==> config.mk <==
export PLATFORM = sky130hd
export DESIGN_NAME = vram_arbiter
export DESIGN_NICKNAME = d
export VERILOG_FILES = /design/src/rtl/vram_arbiter.sv
export SDC_FILE = /design/constraint.sdc
export NUM_CORES = 1
export LEC_CHECK = 0
export CAP_MARGIN = 20
export CORE_ASPECT_RATIO = 1.4
export CORE_MARGIN = 2
export CORE_UTILIZATION = 33
export DETAILED_ROUTE_END_ITERATION = 10
export PLACE_DENSITY = 0.84
export SLEW_MARGIN = 20
export SYNTH_ARGS = -nofsm -noshare
export SYNTH_HDL_FRONTEND = slang
export SYNTH_SLANG_ARGS = --single-unit
==> constraint.sdc <==
create_clock -name clk -period 2.6 [get_ports clk]
set_clock_uncertainty 0.05 [all_clocks]
set_input_delay 0.52 -clock clk [delete_from_list [all_inputs] [get_ports clk]]
set_output_delay 0.52 -clock clk [all_outputs]
set_load 0.05 [all_outputs]
==> src/rtl/vram_arbiter.sv <==
// vram_arbiter: video/CPU arbiter for a single-port synchronous VRAM, video has priority.
// Define VRAM_ARB_STARVE_EN to force a CPU grant after MAX_WAIT consecutive blocked cycles.
module vram_arbiter #(
  parameter int MAX_WAIT = 16
) (
  input  logic        clk,
  input  logic        reset,
  input  logic        vid_req,
  input  logic [12:0] vid_addr,
  output logic [7:0]  vid_data,
  output logic        vid_valid,
  output logic        vid_drop,
  input  logic        cpu_req,
  input  logic        cpu_we,
  input  logic [12:0] cpu_addr,
  input  logic [7:0]  cpu_wdata,
  output logic [7:0]  cpu_rdata,
  output logic        cpu_ack,
  output logic [12:0] ram_addr,
  output logic        ram_we,
  output logic [7:0]  ram_wdata,
  input  logic [7:0]  ram_rdata
);
  typedef enum logic [1:0] {IDLE, ISSUED, ACK} state_t;
  state_t      state_q, state_d;
  logic        rd_q, rd_d;
  logic        cpu_ack_q, cpu_ack_d;
  logic [7:0]  cpu_rdata_q, cpu_rdata_d;
  logic        vid_p1_q, vid_p1_d;
  logic        vid_valid_q, vid_valid_d;
  logic [7:0]  vid_data_q, vid_data_d;
  logic        cpu_idle, force_cpu, grant_cpu, grant_vid;

`ifdef VRAM_ARB_STARVE_EN
  logic [4:0] wait_q, wait_d;
  logic       drop_p1_q, drop_p1_d, vid_drop_q, vid_drop_d;
  assign force_cpu = cpu_idle && cpu_req && vid_req && wait_q == 5'(MAX_WAIT);
  always_comb begin
    wait_d = (grant_cpu || !cpu_req) ? 5'd0 :
             (cpu_idle && vid_req && wait_q != 5'd31) ? wait_q + 5'd1 : wait_q;
    drop_p1_d = force_cpu;
    vid_drop_d = drop_p1_q;
  end
  always_ff @(posedge clk or posedge reset) begin
    if (reset) begin
      wait_q <= '0;
      drop_p1_q <= 1'b0;
      vid_drop_q <= 1'b0;
    end else begin
      wait_q <= wait_d;
      drop_p1_q <= drop_p1_d;
      vid_drop_q <= vid_drop_d;
    end
  end
  assign vid_drop = vid_drop_q;
`else
  assign force_cpu = 1'b0;
  assign vid_drop = 1'b0;
`endif

  assign cpu_idle = state_q == IDLE;
  assign grant_cpu = cpu_idle && cpu_req && (!vid_req || force_cpu);
  assign grant_vid = vid_req && !force_cpu;
  // With no grant the RAM still sees vid_addr so the port stays deterministic.
  assign ram_addr = grant_cpu ? cpu_addr : vid_addr;
  assign ram_we = grant_cpu && cpu_we;
  assign ram_wdata = cpu_wdata;

  always_comb begin
    state_d = grant_cpu ? ISSUED : (state_q == ISSUED) ? ACK : IDLE;
    rd_d = grant_cpu ? !cpu_we : rd_q;
    cpu_ack_d = state_q == ISSUED;
    cpu_rdata_d = (state_q == ISSUED && rd_q) ? ram_rdata : cpu_rdata_q;
    vid_p1_d = grant_vid;
    vid_valid_d = vid_p1_q;
    vid_data_d = vid_p1_q ? ram_rdata : vid_data_q;
  end

  always_ff @(posedge clk or posedge reset) begin
    if (reset) begin
      state_q <= IDLE;
      rd_q <= 1'b0;
      cpu_ack_q <= 1'b0;
      cpu_rdata_q <= '0;
      vid_p1_q <= 1'b0;
      vid_valid_q <= 1'b0;
      vid_data_q <= '0;
    end else begin
      state_q <= state_d;
      rd_q <= rd_d;
      cpu_ack_q <= cpu_ack_d;
      cpu_rdata_q <= cpu_rdata_d;
      vid_p1_q <= vid_p1_d;
      vid_valid_q <= vid_valid_d;
      vid_data_q <= vid_data_d;
    end
  end

  assign cpu_ack = cpu_ack_q;
  assign cpu_rdata = cpu_rdata_q;
  assign vid_valid = vid_valid_q;
  assign vid_data = vid_data_q;
endmodule

---- Word-level counts from Yosys, hierarchy flattened ----
Cells that the tools add are included.
Widths: inputs -> output; s select.
operators by class
  equality and inequality tests ........... 1
  multiplexer cells ....................... 3
  reduce and logical (&&, ||, !) cells .... 7
operators with widths
  cell                number
  $mux 13             1
  $logic_and 1x1->1   4
  $mux 2              2
  $eq 2x1->1 const B  1
  $logic_not 1->1     2
  $logic_not 2->1     1
word-level totals
  flip-flop bits (word level) ............. 22
  output and inout port bits .............. 41

---- Logic depth before layout (Yosys ltp) ----
  depth after elaboration ................. 4
  mapped depth ............................ 3
  mapped depth without buffers ............ 2

---- Least setup slack after synthesis ----
Ideal clock, no wire load.
  path kind ............................... flip-flop to output port
  start point ............................. register cpu_ack (netlist name)
  end point ............................... output ram_addr[10]
  arrival time ............................ 1,698 ps
  data required time ...................... 2,030 ps
  slack ................................... 332 ps
  stages on the path, launching flop included .. 4
  path through ............................ dfrtp_1 > nor4b_4 > buf_6 > mux2_2
RTL lines
  what       RTL line  RTL
  to (decl)  19        output logic [12:0] ram_addr,

---- Worst setup path in the final report ----
  start point ............................. input cpu_req
  end point ............................... output ram_addr[10]
between the ends
  cells in the longest elaborated chain, start to end .. 3
ends and longest elaborated chain
  what                            RTL line  RTL
  from (decl)                     13        input logic cpu_req,
  $logic_and 1x1->1 (2 in a row)  62        assign grant_cpu = cpu_idle && cpu_req && (!vid_req || force_cpu);
  $mux 13                         65        assign ram_addr = grant_cpu ? cpu_addr : vid_addr;
No other way between the ends.

==> reports/results.ini <==
[synth]
synthCells=69
synth-compound-area-share_pct=0
synth.top_cell.area_share_pct=52.6
synth_top_cell_by_area=dfrtp_1
synthMuxAreaShare_pct=33.7
synthXorXnorAreaFrac_pct=0
synth-simple-area-share_pct=4.38
synth_fa_ha_area_share_pct=0
synth_area_per_cell_um2=14.5
syn_area_um2=1000
yosysWarnings=0
ys_types=12
yosysSeqAreaShare_pct=52.6
postSynthNetCount=116
synth_top_family_by_area=multiplexers
synth.area.top_cells=dfrtp_1 53%, mux2_2 33%, buf_4 6.8%, nor4b_4 2.4%, buf_6 1.1%
synth_seq_cells=21

[global_routing]
grt_usage_pct=15.3
first_global_vias=961
grt_pass1_wl_mm=4.08
antenna_found_initial=0
grt_max_degree=22
grt_overflow=0

[routing]
drt_first_pass_iters=3
totalWireLength_mm=2.53
viasPerCell=4.80
first_iter_violations=10
routedWlPerCell_um=14.6
via_count=831
detail-route-antenna-nets=0
drc=0

[worst_setup_path]
worstPathArrival_ns=2.02
cp_max_fo=7
path_class=in -> out
cp.required_ns=2.03
startpoint_type=primary input
endpoint_kind=output port

[die]
ios=88
row_count=23
die_area_um2=3490
start_util_pct=34.7
coreArea_um2=2880
die-width_um=50.5
die_h_um=69.1

[cts]
cts_tree=done
cts_buffer_depth=2
cts.sinks=21
clk_latency_ns=0.25
clock-root-buffer=clkbuf_8
cts_buffers=3
cts.clk_slew.worst_paths_ns=0.07
htree_num_levels=1

[finish]
mostFrequentLayoutCell=clkdlybuf4s50_1
antennaDiodeCount=0
stdcell_area_um2=1770
final_cell_mix=55 x clkdlybuf4s50_1, 29 x mux2_2, 21 x dfrtp_1, 11 x buf_4, 4 x buf_6
drive_gt1_share_pct=37.5
syn_to_final_growth_pct=76.8
finalNetCount=184
fill_cells=242
final_cells=173

[sta]
fin_hold_ws_ns=0.462
tns_ns=0
clock.fmax_mhz=386
finalSetupViolations=0
tightest_slew_ns=0.782
slew_violations=0
post-route-period-util_pct=99.7
hold_viol_final=0
rsz0062_at_grt=yes
fin_crit_ns=2.59
maxSlewHeadroom_pct=47.8
setup_ws_ns=0.00901

[placement]
post-place-ws_ns=-0.0337
hpwlAfterDp_mm=1.95
dpl_cell_area_um2=1660
io_buffers=70
place.gp.congestion=0.679
dp_cells=166

[power_and_ir_drop]
power_leakage_uw=0.000748
vdd_drop_max_mv=0.334
power.density_nw_per_um2=696

[run]
max_cap_viol_count=0

[worst_hold_path]
min_path_type=reg -> reg

[outcome]
status=completed

==> synth_stat cells <==
cell type,number
mux2_2,29
dfrtp_1,21
buf_4,9
inv_1,2
and2_1,1
buf_6,1
clkbuf_1,1
conb_1,1
mux2i_1,1
nand3b_1,1
nor2b_1,1
nor4b_4,1
==> worst max-delay path, cell delays in order <==
cell	delay (ns)
clkdlybuf4s50_1	0.46
nor4b_4	0.21
bufbuf_16	0.31
mux2_2	0.34
buf_4	0.19
==> flip-flops by register name, summed over array words and instances, names as in the netlist <==
signal	flops
rd_q	1
vid_data	8
cpu_ack	1
cpu_rdata	8
vid_p1_q	1
state_q	1
vid_valid	1
==> final timing paths <==
check	slack, ns	from	end	cells after the start
setup / recovery	0.009	cpu_req	ram_addr[10]	5
hold / removal	0.46	cpu_rdata[6]	cpu_rdata[6]	1
setup reg to reg	1.18	cpu_ack	cpu_rdata[1]	2
hold reg to reg	0.46	cpu_rdata[6]	cpu_rdata[6]	1
max in group asynchronous	1.35	reset	cpu_rdata[1]	2
min in group asynchronous	0.66	reset	cpu_rdata[6]	2
==> final cells by class <==
cell class                      count  area, um2  share of cell area, %
Timing Repair Buffer               74        759                   43.0
Sequential cell                    21        526                   29.7
Multi-Input combinational cell     35        384                   21.7
Tap cell                           37       46.3                   2.62
Clock buffer                        4       45.0                   2.55
Inverter                            2       7.51                  0.425
==> per-stage QoR <==
step | util (%) | power, uW
floorplan | - | 831
detailed placement | 57.7 | 1020
finish | 61.4 | 1230
global placement | 57.7 | 1010
global route | 61.4 | 1290
CTS | 60.9 | 1240
==> what timing repair did <==
action	in CTS	in global routing
gates resized for setup	1	4
cloned	1	0
pin swaps	1	0
endpoints found under the setup margin	13	9
setup buffers	2	0
hold buffers	0	0
==> report_power, final <==
| part | internal, uW | switching (uW) |
|---|---|---|
| Combinational | 249 | 355 |
| Clock | 109 | 94.4 |
| Sequential | 390 | 34.5 |
| Total | 747 | 484 |
==> per-layer routing <==
metal | share of wire, % | global-route usage [%] | vias up
met5 | 0 | 0 | -
met4 | 0.99 | 6.31 | 0
met3 | 11 | 5.19 | 2
met2 | 58 | 29.7 | 67
met1 | 30 | 13.7 | 404
li1 | - | - | 358
==> cells by family (layout without fill, tap and decap cells) <==
group                  after synthesis  after routing
other                                1              1
buffers and inverters               13             80
and+or+nand+nor                      4              4
DFF                                 21             21
muxes                               30             30
Note: power is estimated with default switching activity, not from simulation.
